`config.mk`:
```
export PLATFORM = sky130hd
export DESIGN_NAME = llm_attack_chain_flat
export DESIGN_NICKNAME = d
export VERILOG_FILES = /design/src/rtl/llm_attack_chain_if.sv /design/src/rtl/llm_attack_chain.sv /design/src/flat_wrapper.sv
export SDC_FILE = /design/constraint.sdc
export NUM_CORES = 1
export LEC_CHECK = 0
export ABC_AREA = 1
export CORE_ASPECT_RATIO = 1.2
export CORE_MARGIN = 2
export CORE_UTILIZATION = 42
export CTS_CLUSTER_SIZE = 28
export DETAILED_ROUTE_END_ITERATION = 10
export HOLD_SLACK_MARGIN = 0.1
export PLACE_DENSITY = 0.67
export SLEW_MARGIN = 20
export SYNTH_ARGS = -nofsm -noshare
export SYNTH_HDL_FRONTEND = slang
export SYNTH_SLANG_ARGS = --single-unit
```
`constraint.sdc`:
```
create_clock -name clock -period 4.49 [get_ports clock]
set_input_delay 0.898 -clock clock [delete_from_list [all_inputs] [get_ports clock]]
set_output_delay 0.898 -clock clock [all_outputs]
set_load 0.01 [all_outputs]
```
`src/rtl/llm_attack_chain_if.sv`:
```
// Command inputs and Moore status outputs of the attack-chain controller.
// The slave modport is the controller side; master is the driving front end.
interface llm_attack_chain_if #(
  parameter int STAGES     = 3,
  parameter int TW         = 6,
  parameter int MAX_DECEPT = 2
);
  localparam int LW = (STAGES > 0) ? $clog2(STAGES + 1) : 1;
  localparam int CW = (MAX_DECEPT > 0) ? $clog2(MAX_DECEPT + 1) : 1;

  logic              green;
  logic              red;
  logic              yellow;
  logic [3:0]        current_state;
  logic [LW-1:0]     level;
  logic [STAGES-1:0] attack;
  logic              expansion;
  logic              deception_out;
  logic              fail;
  logic [TW-1:0]     timer;
  logic [CW-1:0]     decept_count;

  modport master (
    output green, red, yellow,
    input  current_state, level, attack, expansion, deception_out, fail, timer, decept_count
  );

  modport slave (
    input  green, red, yellow,
    output current_state, level, attack, expansion, deception_out, fail, timer, decept_count
  );
endinterface

```
`src/rtl/llm_attack_chain.sv`:
```
// Attack-chain controller: LAY_LOW -> ATTACK levels 1..STAGES -> EXPANSION, with
// dwell-timed hops, a bounded number of DECEPTION windows, and terminal FAIL/EXPANSION.
module llm_attack_chain #(
  parameter int STAGES      = 3,
  parameter int TW          = 6,
  parameter int DWELL_FIRST = 20,
  parameter int DWELL_STAGE = 20,
  parameter int DWELL_LAST  = 10,
  parameter int DECEPT_LEN  = 15,
  parameter int MAX_DECEPT  = 2
) (
  input  logic               clock,
  input  logic               reset_n,
  llm_attack_chain_if.slave  bus
);
  localparam int LW = (STAGES > 0) ? $clog2(STAGES + 1) : 1;
  localparam int CW = (MAX_DECEPT > 0) ? $clog2(MAX_DECEPT + 1) : 1;

  localparam logic [TW-1:0] DF   = TW'(DWELL_FIRST);
  localparam logic [TW-1:0] DS   = TW'(DWELL_STAGE);
  localparam logic [TW-1:0] DL   = TW'(DWELL_LAST);
  localparam logic [TW-1:0] DLEN = TW'(DECEPT_LEN);
  localparam logic [TW-1:0] TMAX = '1;
  localparam logic [LW-1:0] TOP  = LW'(STAGES);
  localparam logic [CW-1:0] MAXD = CW'(MAX_DECEPT);

  typedef enum logic [3:0] {
    LAY_LOW   = 4'd0,
    DECEPTION = 4'd1,
    ATTACK    = 4'd2,
    FAIL      = 4'd4,
    EXPANSION = 4'd5
  } state_t;

  state_t            state_q, state_d;
  logic [LW-1:0]     level_q, level_d;
  logic [TW-1:0]     timer_q, timer_d;
  logic [CW-1:0]     count_q, count_d;
  logic [STAGES-1:0] attack_q, attack_d;
  logic              expansion_q, expansion_d;
  logic              deception_q, deception_d;
  logic              fail_q, fail_d;

  always_comb begin
    state_d = state_q;
    level_d = level_q;
    count_d = count_q;
    case (state_q)
      LAY_LOW, ATTACK: begin
        if (bus.red) begin
          if (count_q < MAXD) begin
            state_d = DECEPTION;
            count_d = count_q + CW'(1);
          end else begin
            state_d = FAIL;
          end
        end else if (state_q == LAY_LOW) begin
          if (bus.green && !bus.yellow && timer_q >= DF) begin
            state_d = ATTACK;
            level_d = LW'(1);
          end
        end else if (bus.yellow) begin
          if (level_q == LW'(1)) begin
            state_d = LAY_LOW;
            level_d = '0;
          end else begin
            level_d = level_q - LW'(1);
          end
        end else if (bus.green) begin
          if (level_q < TOP && timer_q >= DS) begin
            level_d = level_q + LW'(1);
          end else if (level_q == TOP && timer_q >= DL) begin
            state_d = EXPANSION;
          end
        end
      end
      DECEPTION: begin
        // Window resolves on the registered timer; red at that moment is fatal.
        if (timer_q == DLEN) begin
          if (bus.red) begin
            state_d = FAIL;
          end else begin
            state_d = LAY_LOW;
            level_d = '0;
          end
        end
      end
      FAIL, EXPANSION: ;
      default: begin
        state_d = LAY_LOW;
        level_d = '0;
      end
    endcase

    if (state_d != state_q || level_d != level_q) begin
      timer_d = TW'(1);
    end else if (timer_q == TMAX) begin
      timer_d = timer_q;
    end else begin
      timer_d = timer_q + TW'(1);
    end

    // Flags are computed from the next state so they come straight out of flops.
    attack_d = '0;
    for (int i = 0; i < STAGES; i++) begin
      attack_d[i] = (state_d == ATTACK) && (level_d > LW'(i));
    end
    expansion_d = (state_d == EXPANSION);
    deception_d = (state_d == DECEPTION);
    fail_d      = (state_d == FAIL);
  end

  always_ff @(posedge clock or negedge reset_n) begin
    if (!reset_n) begin
      state_q     <= LAY_LOW;
      level_q     <= '0;
      timer_q     <= TW'(1);
      count_q     <= '0;
      attack_q    <= '0;
      expansion_q <= 1'b0;
      deception_q <= 1'b0;
      fail_q      <= 1'b0;
    end else begin
      state_q     <= state_d;
      level_q     <= level_d;
      timer_q     <= timer_d;
      count_q     <= count_d;
      attack_q    <= attack_d;
      expansion_q <= expansion_d;
      deception_q <= deception_d;
      fail_q      <= fail_d;
    end
  end

  assign bus.current_state = state_q;
  assign bus.level         = level_q;
  assign bus.timer         = timer_q;
  assign bus.decept_count  = count_q;
  assign bus.attack        = attack_q;
  assign bus.expansion     = expansion_q;
  assign bus.deception_out = deception_q;
  assign bus.fail          = fail_q;
endmodule

```
`src/flat_wrapper.sv`:
```
// flat-port wrapper written by rule: the top's interface ports become plain ports
module llm_attack_chain_flat 
#(
  parameter int STAGES      = 3,
  parameter int TW          = 6,
  parameter int DWELL_FIRST = 20,
  parameter int DWELL_STAGE = 20,
  parameter int DWELL_LAST  = 10,
  parameter int DECEPT_LEN  = 15,
  parameter int MAX_DECEPT  = 2
)
  (clock, reset_n, bus_green, bus_red, bus_yellow, bus_current_state, bus_level, bus_attack, bus_expansion, bus_deception_out, bus_fail, bus_timer, bus_decept_count);
  llm_attack_chain_if #(.STAGES(STAGES), .TW(TW), .MAX_DECEPT(MAX_DECEPT)) bus_i ();
  input  logic clock;
  input  logic reset_n;
  input wire logic [$bits(bus_i.green)-1:0] bus_green;
  input wire logic [$bits(bus_i.red)-1:0] bus_red;
  input wire logic [$bits(bus_i.yellow)-1:0] bus_yellow;
  output wire logic [$bits(bus_i.current_state)-1:0] bus_current_state;
  output wire logic [$bits(bus_i.level)-1:0] bus_level;
  output wire logic [$bits(bus_i.attack)-1:0] bus_attack;
  output wire logic [$bits(bus_i.expansion)-1:0] bus_expansion;
  output wire logic [$bits(bus_i.deception_out)-1:0] bus_deception_out;
  output wire logic [$bits(bus_i.fail)-1:0] bus_fail;
  output wire logic [$bits(bus_i.timer)-1:0] bus_timer;
  output wire logic [$bits(bus_i.decept_count)-1:0] bus_decept_count;
  assign bus_i.green = bus_green;
  assign bus_i.red = bus_red;
  assign bus_i.yellow = bus_yellow;
  assign bus_current_state = bus_i.current_state;
  assign bus_level = bus_i.level;
  assign bus_attack = bus_i.attack;
  assign bus_expansion = bus_i.expansion;
  assign bus_deception_out = bus_i.deception_out;
  assign bus_fail = bus_i.fail;
  assign bus_timer = bus_i.timer;
  assign bus_decept_count = bus_i.decept_count;
  llm_attack_chain #(.STAGES(STAGES), .TW(TW), .DWELL_FIRST(DWELL_FIRST), .DWELL_STAGE(DWELL_STAGE), .DWELL_LAST(DWELL_LAST), .DECEPT_LEN(DECEPT_LEN), .MAX_DECEPT(MAX_DECEPT)) u_core (.clock(clock), .reset_n(reset_n), .bus(bus_i));
endmodule
```
; Word-level counts from Yosys, hierarchy flattened
; Cells that the tools add are included.
[word_totals]
regBits = 20
inputBits = 5
out_inout_bits = 20
wordCells = 71
[classes]
n_addsub = 4
n_lt_le_gt_ge = 7
eq_ne = 15
muxes = 24
reduce_logical = 13
[op_table]
columns = op, count
row1 = $mux W4, 9
row2 = $mux W2, 9
row3 = $eq A4 B3 Y1 const B, 4
row4 = $mux W6, 2
row5 = $pmux W4 S3, 1
row6 = $eq A4 B1 Y1 const B, 2
row7 = $eq A4 B2 Y1 const B, 2
row8 = $logic_and A1 B1 Y1, 7
row9 = $add A6 B1 Y6 const B, 1
row10 = $eq A6 B4 Y1 const B, 1
row11 = $eq A6 B6 Y1 const B, 1
row12 = $ge A6 B4 Y1 const B, 1
row13 = $ge A6 B5 Y1 const B, 1
row14 = $mux W3, 2
row15 = $pmux W2 S3, 1
row16 = $add A2 B1 Y2 const B, 2
row17 = $gt A2 B1 Y1 const B, 2
row18 = $logic_not A4 Y1, 1
row19 = $lt A2 B2 Y1 const B, 2
row20 = $ne A4 B4 Y1, 1
row21 = $reduce_or A2 Y1, 2
row22 = $reduce_and A3 Y1, 1
row23 = $eq A2 B1 Y1 const B, 1
row24 = $eq A2 B2 Y1 const B, 1
row25 = 6 further kinds, 6

; Longest topological paths before layout
[logic_depth]
ltp_word = 12
ltp_mapped = 15
mapped_depth_nobuf = 15

; Worst setup path after synthesis
; OpenSTA, ideal clock, no wires.
[synth_timing]
kind = input-to-reg
startpoint = input bus_yellow
endpoint = register u_core.timer_q[2], in the netlist u_core.bus.timer[2]
setup_time_ps = 69
arrival_ps = 1874
required_time_ps = 4421
slack_ps = 2547
stages = 13
path_buffers = 0
cell_sequence = inv_1 and3_1 o21ai_1 nand2_1 nand2_1 nand2_1 nand2_1 nand2_2 nand2_2 nand2_2 nor2_4 nand2_4 nor2_2
[synth_via]
elab_chain_len = 10
word_cells_on_any_way = 18
classes_between = 3 x eq/ne / 11 x mux / 4 x reduce/logical
[synth_lines]
columns = item, line_no
row1 = "start, declared", flat_wrapper.sv:18  ; input wire logic [$bits(bus_i.yellow)-1:0] bus_yellow;
row2 = $logic_not A1 Y1, llm_attack_chain.sv:58  ; if (bus.green && !bus.yellow && timer_q >= DF) begin
row3 = $logic_and A1 B1 Y1 (2 in series), llm_attack_chain.sv:58
row4 = $mux W4, llm_attack_chain.sv:58
row5 = $mux W4 *, llm_attack_chain.sv:57  ; end else if (state_q == LAY_LOW) begin
row6 = $mux W4 *, llm_attack_chain.sv:50  ; if (bus.red) begin
row7 = $pmux W4 S3 *, llm_attack_chain.sv:48  ; case (state_q)
row8 = named net u_core.state_d[2], llm_attack_chain.sv:35  ; state_t state_q, state_d;
row9 = $ne A4 B4 Y1 *, llm_attack_chain.sv:95  ; if (state_d != state_q || level_d != level_q) begin
row10 = $logic_or A1 B1 Y1 *, llm_attack_chain.sv:95
row11 = $ne A2 B1 Y1 (no line) / $mux W6 (equally long branches), n/a
row12 = "end signal, assigned", llm_attack_chain.sv:126  ; timer_q <= timer_d;
row13 = "end, declared", llm_attack_chain.sv:37  ; logic [TW-1:0] timer_q, timer_d;
; Mark *: on every way through the listed nets, which the timed path passes. The rest lies on a longest branch.
; A chain may end at the register's enable or synchronous reset.

; Worst setup path after layout
[layout_timing]
startpoint = input bus_yellow
endpoint = register u_core.timer_q[5], in the netlist u_core.bus.timer[5]
[layout_via]
elab_chain_len = 10
word_cells_on_any_way = 18
classes_between = 3 x eq/ne / 11 x mux / 4 x reduce/logical
[layout_lines]
columns = item, line_no
row1 = $logic_not A1 Y1, llm_attack_chain.sv:58
row2 = $logic_and A1 B1 Y1 (2 in series), llm_attack_chain.sv:58
row3 = $mux W4 / $mux W2 (equally long branches), llm_attack_chain.sv:58
row4 = $mux W4 / $mux W2 (equally long branches), llm_attack_chain.sv:57
row5 = $mux W4 / $mux W2 (equally long branches), llm_attack_chain.sv:50
row6 = $pmux W4 S3 / $pmux W2 S3 (equally long branches), llm_attack_chain.sv:48
row7 = $ne A4 B4 Y1 / $ne A2 B2 Y1 (equally long branches), llm_attack_chain.sv:95
row8 = $logic_or A1 B1 Y1 *, llm_attack_chain.sv:95
row9 = $ne A2 B1 Y1 (no line) / $mux W6 (equally long branches), n/a
; Every way passes the cells marked *; elsewhere a longest branch is shown, timed or not.

==> flow_summary.toml <==
[place]
routabilityCongestion = 0.795
port-buffer-count = 24
postPlaceCellArea_sq_um = 1560
post-dp-hpwl_um = 2170

[synthesis]
synth.net_count = 183
synth_top_cells_by_count = "sky130_fd_sc_hd__nand2_1 (46), sky130_fd_sc_hd__inv_1 (27), sky130_fd_sc_hd__dfrtp_1 (19), sky130_fd_sc_hd__nor2_1 (19), sky130_fd_sc_hd__nand3_1 (12)"
mean_instance_size_in_the_synthesized_netlist_sq_um = 7.32
synth_enable_flop_cells = 0
syn_area_sq_um = 1270
yosys.area.top_type = "sky130_fd_sc_hd__dfrtp_1"
synth_sequential_area_ratio_pct = 39.4
synth_async_sr_flop_share_pct = 100
post-synth-top-count-cell = "sky130_fd_sc_hd__nand2_1"
yosys_most_used_dff = "sky130_fd_sc_hd__dfrtp_1"
synth.area.top_cells = "sky130_fd_sc_hd__dfrtp_1 (37%), sky130_fd_sc_hd__nand2_1 (14%), sky130_fd_sc_hd__inv_1 (8.0%)"
yosysWarnings = 0
postSynthRegisterBits = 20
synth.lib_cells_used.distinct = 22
synthesis.instances = 174
post-synth-top-area-fraction_pct = 37.3

[floorplan]
floorplan.die_area_sq_um = 3490
chipWidth_um = 54.3
io-pin-count = 25
initial_core_util_pct = 44.9
die_height_um = 64.3
floorplan.core_area_sq_um = 2840
placementRows = 21

[pwr]
power.combinational.fraction_pct = 23.6
power_switching_share_pct = 29.5
p_leak_nw = 0.810
seq_power_share_pct = 44.1
clock_group_share_of_total_power_pct = 32.3
power.net_switching_mw = 0.136
vdd.ir_drop.worst_v = 0.000253
power.density_nw_per_um2 = 288
power.internal_mw = 0.327

[clock_network]
cts_repair_resized_insts = 0
clk_pin_slew_ns = 0.13
cts_buffer_depth = 2
ctsHoldBuffers = 0
tritoncts_num_sinks = 20
worstSkewPairLatency_ns = 0.31
ctsRootBufferMaster = "sky130_fd_sc_hd__clkbuf_4"
tritoncts.num_buffers = 3
cts_tree = "done"
cts_setup_buffers = 0
cts-htree-levels = 1

[setup_path]
critical_path.cell_chain = "clkdlybuf4s50_1 -> inv_1 -> and3_1 -> o21ai_1 -> nand2_1 -> nand2_1 -> nand2_1 -> nand2_1 -> nand4_1 -> nor2_4 -> nand2_4 -> nor2_2"
timing.critical_path.arrival_ns = 2.59
crit_path_start = "bus_yellow"
worst-endpoint-required_ns = 4.73
r2r.worst_path.cells = 13
critical_path.max_stage_delay_ns = 0.51
reg2reg_from = "u_core.bus.timer[0]$_DFFE_PN1P_"
reg_to_reg_critical_path_endpoint = "u_core.bus.timer[5]$_DFFE_PN0P_"
worst-r2r-setup-slack_ns = 2.42
cp_slowest_cell = "sky130_fd_sc_hd__clkdlybuf4s50_1"
path_common_cell = "sky130_fd_sc_hd__nand2_1"
setup.worst_path.end_class = "flop"
critPathKind = "in2reg"
critPathCapture = "u_core.bus.timer[5]$_DFFE_PN0P_"
timing.critical_path.fanout_max = 5
cp-start-kind = "primary input"

[finish]
area.growth.synth_to_final_pct = 26.3
fin_area_sq_um = 1610
post_route_cells_drive_above_1_share_pct = 15.3
num_antenna_cells = 0
nNetsFinal = 212

[timing]
period_minus_slack_ns = 2.35
portion_of_the_clock_cycle_consumed_by_the_worst_path_in_the_final_layout_pct = 52.4
rsz0062_at_grt = "false"
max_slew.worst_pin.slew_ns = 0.883
finClkSkew_ns = 0.0142
setup_total_neg_slack_ns = 0
timing.max_slew.rel_slack_pct = 41.0
final_hold_viol_count = 0
final_setup_violations = 0
report.final.slew_viol_count = 0
max_freq_ghz = 0.425

[drt]
via_count = 1150
detailedRoute.firstIterationViolations = 19
drc_errors = 0
post_drt_wl_per_cell_um = 11.4
drt-vias-per-instance = 4.87
drt_wl_total_um = 2700
first_pass_iters = 4
route.antenna.remaining_nets = 0

[grt]
grt_antenna_before_repair = 0
maximum_number_of_pins_on_one_net_before_global_route_repair = 21
vias_in_the_first_global_route = 1172
grt.overflow.total = 0
grt_pass1_wl_um = 4900
grt_util_all_layers_pct = 18.5

[min_path]
hold_path_class = "reg2reg"
whs_path_depth = 1
worstHoldStart = "u_core.bus.decept_count[0]$_DFFE_PN0P_"

[outcome]
run_status = "finished, final reports clean"

[run]
max_capacitance_violation_count = 0
-- cell families after synthesis --
group                    count (synthesis)  share of synthesized area (%)
AO/OA/AOI/OAI                           13                           5.40
XOR/XNOR                                 3                           2.06
adder cells (fa/ha/maj)                  4                           3.93
buffers and inverters                   28                           8.25
flip-flops                              20                           39.4
other                                    1                          0.294
AND/OR/NAND/NOR                        105                           40.7
-- placed cells by master (no fill, tap or decap), types with 2 or more instances in the layout --
master	count
sky130_fd_sc_hd__a21oi_1	3
sky130_fd_sc_hd__clkbuf_4	3
sky130_fd_sc_hd__clkdlybuf4s50_1	24
sky130_fd_sc_hd__dfrtp_1	19
sky130_fd_sc_hd__ha_1	4
sky130_fd_sc_hd__inv_1	27
sky130_fd_sc_hd__nand2_1	46
sky130_fd_sc_hd__nand2_2	7
sky130_fd_sc_hd__nand2_4	2
sky130_fd_sc_hd__nand3_1	12
sky130_fd_sc_hd__nand3_2	3
sky130_fd_sc_hd__nor2_1	19
sky130_fd_sc_hd__nor2_2	8
sky130_fd_sc_hd__nor2_4	4
sky130_fd_sc_hd__nor3_1	2
sky130_fd_sc_hd__o21ai_0	6
sky130_fd_sc_hd__o21ai_1	3
sky130_fd_sc_hd__xor2_1	3
-- per-stage QoR --
stage	hold WS, ns	power, mW	cells	setup slack [ns]	util [%]
3_5_place_dp	0.481	0.318	232	1.81	54.9
6_report	0.498	0.463	236	2.14	56.7
4_1_cts	0.504	0.465	236	2.12	56.7
5_1_grt	0.531	0.488	236	1.96	56.7
3_3_place_gp	0.478	0.317	232	1.87	54.9
2_1_floorplan	0.522	0.277	174	2.55	-
-- how the worst min path moves through the flow --
stage | slack, ns | to
floorplan | 0.52 | u_core.bus.decept_count[0]$_DFFE_PN0P_
global placement | 0.48 | u_core.bus.decept_count[1]$_DFFE_PN0P_
detailed placement | 0.48 | u_core.bus.decept_count[0]$_DFFE_PN0P_
CTS | 0.50 | u_core.bus.decept_count[0]$_DFFE_PN0P_
global route | 0.53 | u_core.bus.decept_count[0]$_DFFE_PN0P_
finish | 0.50 | u_core.bus.decept_count[0]$_DFFE_PN0P_
-- power groups by stage --
| stage | logic, mW | clock network (mW) | registers (mW) |
|---|---|---|---|
| floorplan | 0.0670 | 0 | 0.210 |
| global placement | 0.109 | 0 | 0.207 |
| detailed placement | 0.110 | 0 | 0.208 |
| CTS | 0.111 | 0.150 | 0.204 |
| global route | 0.125 | 0.156 | 0.207 |
| finish | 0.109 | 0.149 | 0.204 |
-- per-layer routing --
layer  up-vias  part of all wire, %  track usage, %
met4         0                 0.48            4.69
met3         2                  4.2            1.64
met1       534                   42            21.4
met2        24                   53            34.5
li1        590                    -               -
met5         -                    0               0
-- final cells by class --
type                            instances  area, sq um
Multi-Input combinational cell        126          667
Inverter                               28          105
Clock inverter                          1         30.0
Tap cell                               34         42.5
Clock buffer                            3         22.5
Timing Repair Buffer                   24          240
Fill cell                             260         1230
Sequential cell                        20          502
-- worst max-delay path, delay by kind of cell --
family | cells | cell delay (ns)
AOI/OAI and AO/OA | 1 | 0.14
and+or+nand+nor | 9 | 0.94
buffers and inverters | 2 | 0.60
-- state kept, by name, indices dropped and copies added, names as in the netlist --
signal / flops
u_core.bus.attack: 3
u_core.bus.current_state: 4
u_core.bus.decept_count: 2
u_core.bus.deception_out: 1
u_core.bus.expansion: 1
u_core.bus.fail: 1
u_core.bus.level: 2
u_core.bus.timer: 6
(Power assumes the default switching activity.)
==> patch (same flow settings) <==
`MAX_DECEPT` is set to 2 in 3 places; all go to 4.
--- a/src/rtl/llm_attack_chain_if.sv
+++ b/src/rtl/llm_attack_chain_if.sv
@@ -3,7 +3,7 @@
 interface llm_attack_chain_if #(
   parameter int STAGES     = 3,
   parameter int TW         = 6,
-  parameter int MAX_DECEPT = 2
+  parameter int MAX_DECEPT = 4
 );
   localparam int LW = (STAGES > 0) ? $clog2(STAGES + 1) : 1;
   localparam int CW = (MAX_DECEPT > 0) ? $clog2(MAX_DECEPT + 1) : 1;
--- a/src/rtl/llm_attack_chain.sv
+++ b/src/rtl/llm_attack_chain.sv
@@ -7,7 +7,7 @@
   parameter int DWELL_STAGE = 20,
   parameter int DWELL_LAST  = 10,
   parameter int DECEPT_LEN  = 15,
-  parameter int MAX_DECEPT  = 2
+  parameter int MAX_DECEPT  = 4
 ) (
   input  logic               clock,
   input  logic               reset_n,
--- a/src/flat_wrapper.sv
+++ b/src/flat_wrapper.sv
@@ -7,7 +7,7 @@
   parameter int DWELL_STAGE = 20,
   parameter int DWELL_LAST  = 10,
   parameter int DECEPT_LEN  = 15,
-  parameter int MAX_DECEPT  = 2
+  parameter int MAX_DECEPT  = 4
 )
   (clock, reset_n, bus_green, bus_red, bus_yellow, bus_current_state, bus_level, bus_attack, bus_expansion, bus_deception_out, bus_fail, bus_timer, bus_decept_count);
   llm_attack_chain_if #(.STAGES(STAGES), .TW(TW), .MAX_DECEPT(MAX_DECEPT)) bus_i ();
Ports: changed (resized bus_decept_count); port bits go from 25 to 26. The function was not compared with the original's and may differ.
==> patch against the unedited design <==
  * Utilization is 2.9 points lower
  * First-iteration DRC count is 53% higher
  * Sequential cell count is 1 higher
  * Cell area is 0.39% higher
  * Total power is 14% lower
  * Highest routed layer unchanged
  * Area after synthesis is 1.5% higher
  * Clock power is 40% lower
  * Setup slack better by 0.0057 ns
  * Wire length is 2.6% higher
  * Via count is 3.6% higher
==> patch: results (changes against the unedited design) <==
synth top area cells=dfrtp_1 39%, nand2_1 12%, inv_1 8.1% (was dfrtp_1 37%, nand2_1 14%, inv_1 8.0%); routability-driven placement congestion ratio=0.875 (was 0.795); Worst IR Drop VDD=0.206 mV (was 0.253 mV); Net count, final=215 (was 212); initial antenna violation count=0 (unchanged); postcts setup bufs=0 (unchanged); post-synthesis sequential area ratio=40.8% (was 39.4%); Slowest-stage cell, CP=dfstp_2 (was clkdlybuf4s50_1); worst path arrival time=1.45 ns (was 2.59 ns); root buffer cell=clkbuf_4 (unchanged); die width=54.6 µm (was 54.3 µm); status=finished, final reports clean (unchanged); number of CTS-inserted buffers=3 (unchanged); CP max stage delay=0.59 ns (was 0.51 ns); Slew @ Worst Pin=0.878 ns (was 0.883 ns); top cells by count, synth=43 x nand2_1, 28 x inv_1, 21 x nor2_1 (was 46 x nand2_1, 27 x inv_1, 19 x dfrtp_1, 19 x nor2_1, 12 x nand3_1); DR vias=1191 (was 1150); pre-CTS setup slack=1.88 ns (was 1.81 ns); placed inst area=0.00159 mm² (was 0.00156 mm²); CP top delay family=flip-flops (was simple AND/OR/NAND/NOR gates); clock-pin slew on the worst setup and hold paths=0.11 ns (was 0.13 ns); Vias/cell=4.96 (was 4.87); Detailed Routing Iterations Pass 1=6 (was 4); YS warnings=0 (unchanged); all-layer global routing usage=18.6% (was 18.5%); HPWL after detailed placement=2270 µm (was 2170 µm); Post-Syn Instances=175 (was 174); static leakage=0.835 nW (was 0.810 nW); post-CTS resize count=0 (unchanged); Post-Place Cells=236 (was 232); largest net degree at the start of global routing=22 (was 21); Port Buffers=25 (was 24); Worst Skew=0.00152 ns (was 0.0142 ns); crit path max fanout=5 (unchanged); Clk Latency, worst-skew pair=0.31 ns (about the same); htree depth=1 (unchanged); initial DRC count=29 (was 19); Largest register FFs=6 (unchanged); Async SR Flop Fraction=100% (unchanged); synth unique cells=25 (was 22); share of layout cells above drive strength 1=13.2% (was 15.3%); global-route wire length before repair=4940 µm (was 4900 µm); Hold Path Class=reg2reg (unchanged); Routed Wire Length=2770 µm (was 2700 µm); Mapped Nets=185 (was 183)
-- patch: cell types whose count changed after synthesis, moves of 3 or more --
| cell | delta |
|---|---|
| nand2_1 | -3 |
| nor2_2 | -3 |
| o21ai_0 | +3 |
| nand3_1 | +4 |
-- patch: path summary, 6_finish.rpt --
kind                                                        start                                     end  slack (ns)  cells past startpoint
min reg2reg                u_core.bus.decept_count[2]$_DFFE_PN0P_  u_core.bus.decept_count[2]$_DFFE_PN0P_        0.50                      2
max in group asynchronous                                 reset_n         u_core.bus.timer[4]$_DFFE_PN0P_        2.88                      1
min in group asynchronous                                 reset_n      u_core.bus.deception_out$_DFF_PN0_        1.08                      1
min                        u_core.bus.decept_count[2]$_DFFE_PN0P_  u_core.bus.decept_count[2]$_DFFE_PN0P_        0.50                      2
max reg2reg                       u_core.bus.timer[0]$_DFFE_PN1P_         u_core.bus.timer[2]$_DFFE_PN0P_        2.41                     15
max                               u_core.bus.timer[0]$_DFFE_PN1P_                            bus_timer[0]        2.14                      1
-- patch: metal layers --
layer | GRT usage [%] | vias to the layer above | share of wire, %
met5 | 0 | - | 0
met4 | 5.63 | 0 | 0.51
met3 | 2.76 | 2 | 4.3
met2 | 32.6 | 30 | 54
met1 | 22.5 | 558 | 41
li1 | - | 601 | -
-- patch: final cells by class --
class                   count  area (µm²)
clock buffers               3        22.5
clock inverters             1        5.00
fillers                   301        1390
inverters                  29         109
multi-input cells         125         657
flip-flops and latches     21         527
well taps                  36        45.0
repair buffers             25         250
-- patch: cells by family after synthesis --
kind of cell,Yosys count,share of synthesized area [%]
other,1,0.290
buffers and inverters,29,8.42
AND/OR/NAND/NOR,100,36.1
multiplexers,1,0.871
AO/OA/AOI/OAI,15,6.68
XOR/XNOR,3,2.03
adder cells (fa/ha/maj),5,4.84
flip-flops,21,40.8
-- patch: report_power, final --
| group | total (mW) | internal, mW | switching [mW] |
|---|---|---|---|
| registers | 0.212 | 0.199 | 0.0134 |
| clock network | 0.0897 | 0.0333 | 0.0564 |
| logic | 0.0936 | 0.0400 | 0.0536 |
| total | 0.396 | 0.272 | 0.123 |
-- patch: worst reg2reg max path: cells and delay by family (launching register included) --
family	cells	cell delay, ns
flip-flops	1	0.59
AND/OR/NAND/NOR	12	1.00
AO/OA/AOI/OAI	1	0.19
buffers and inverters	1	0.05
adder cells (fa/ha/maj)	1	0.19
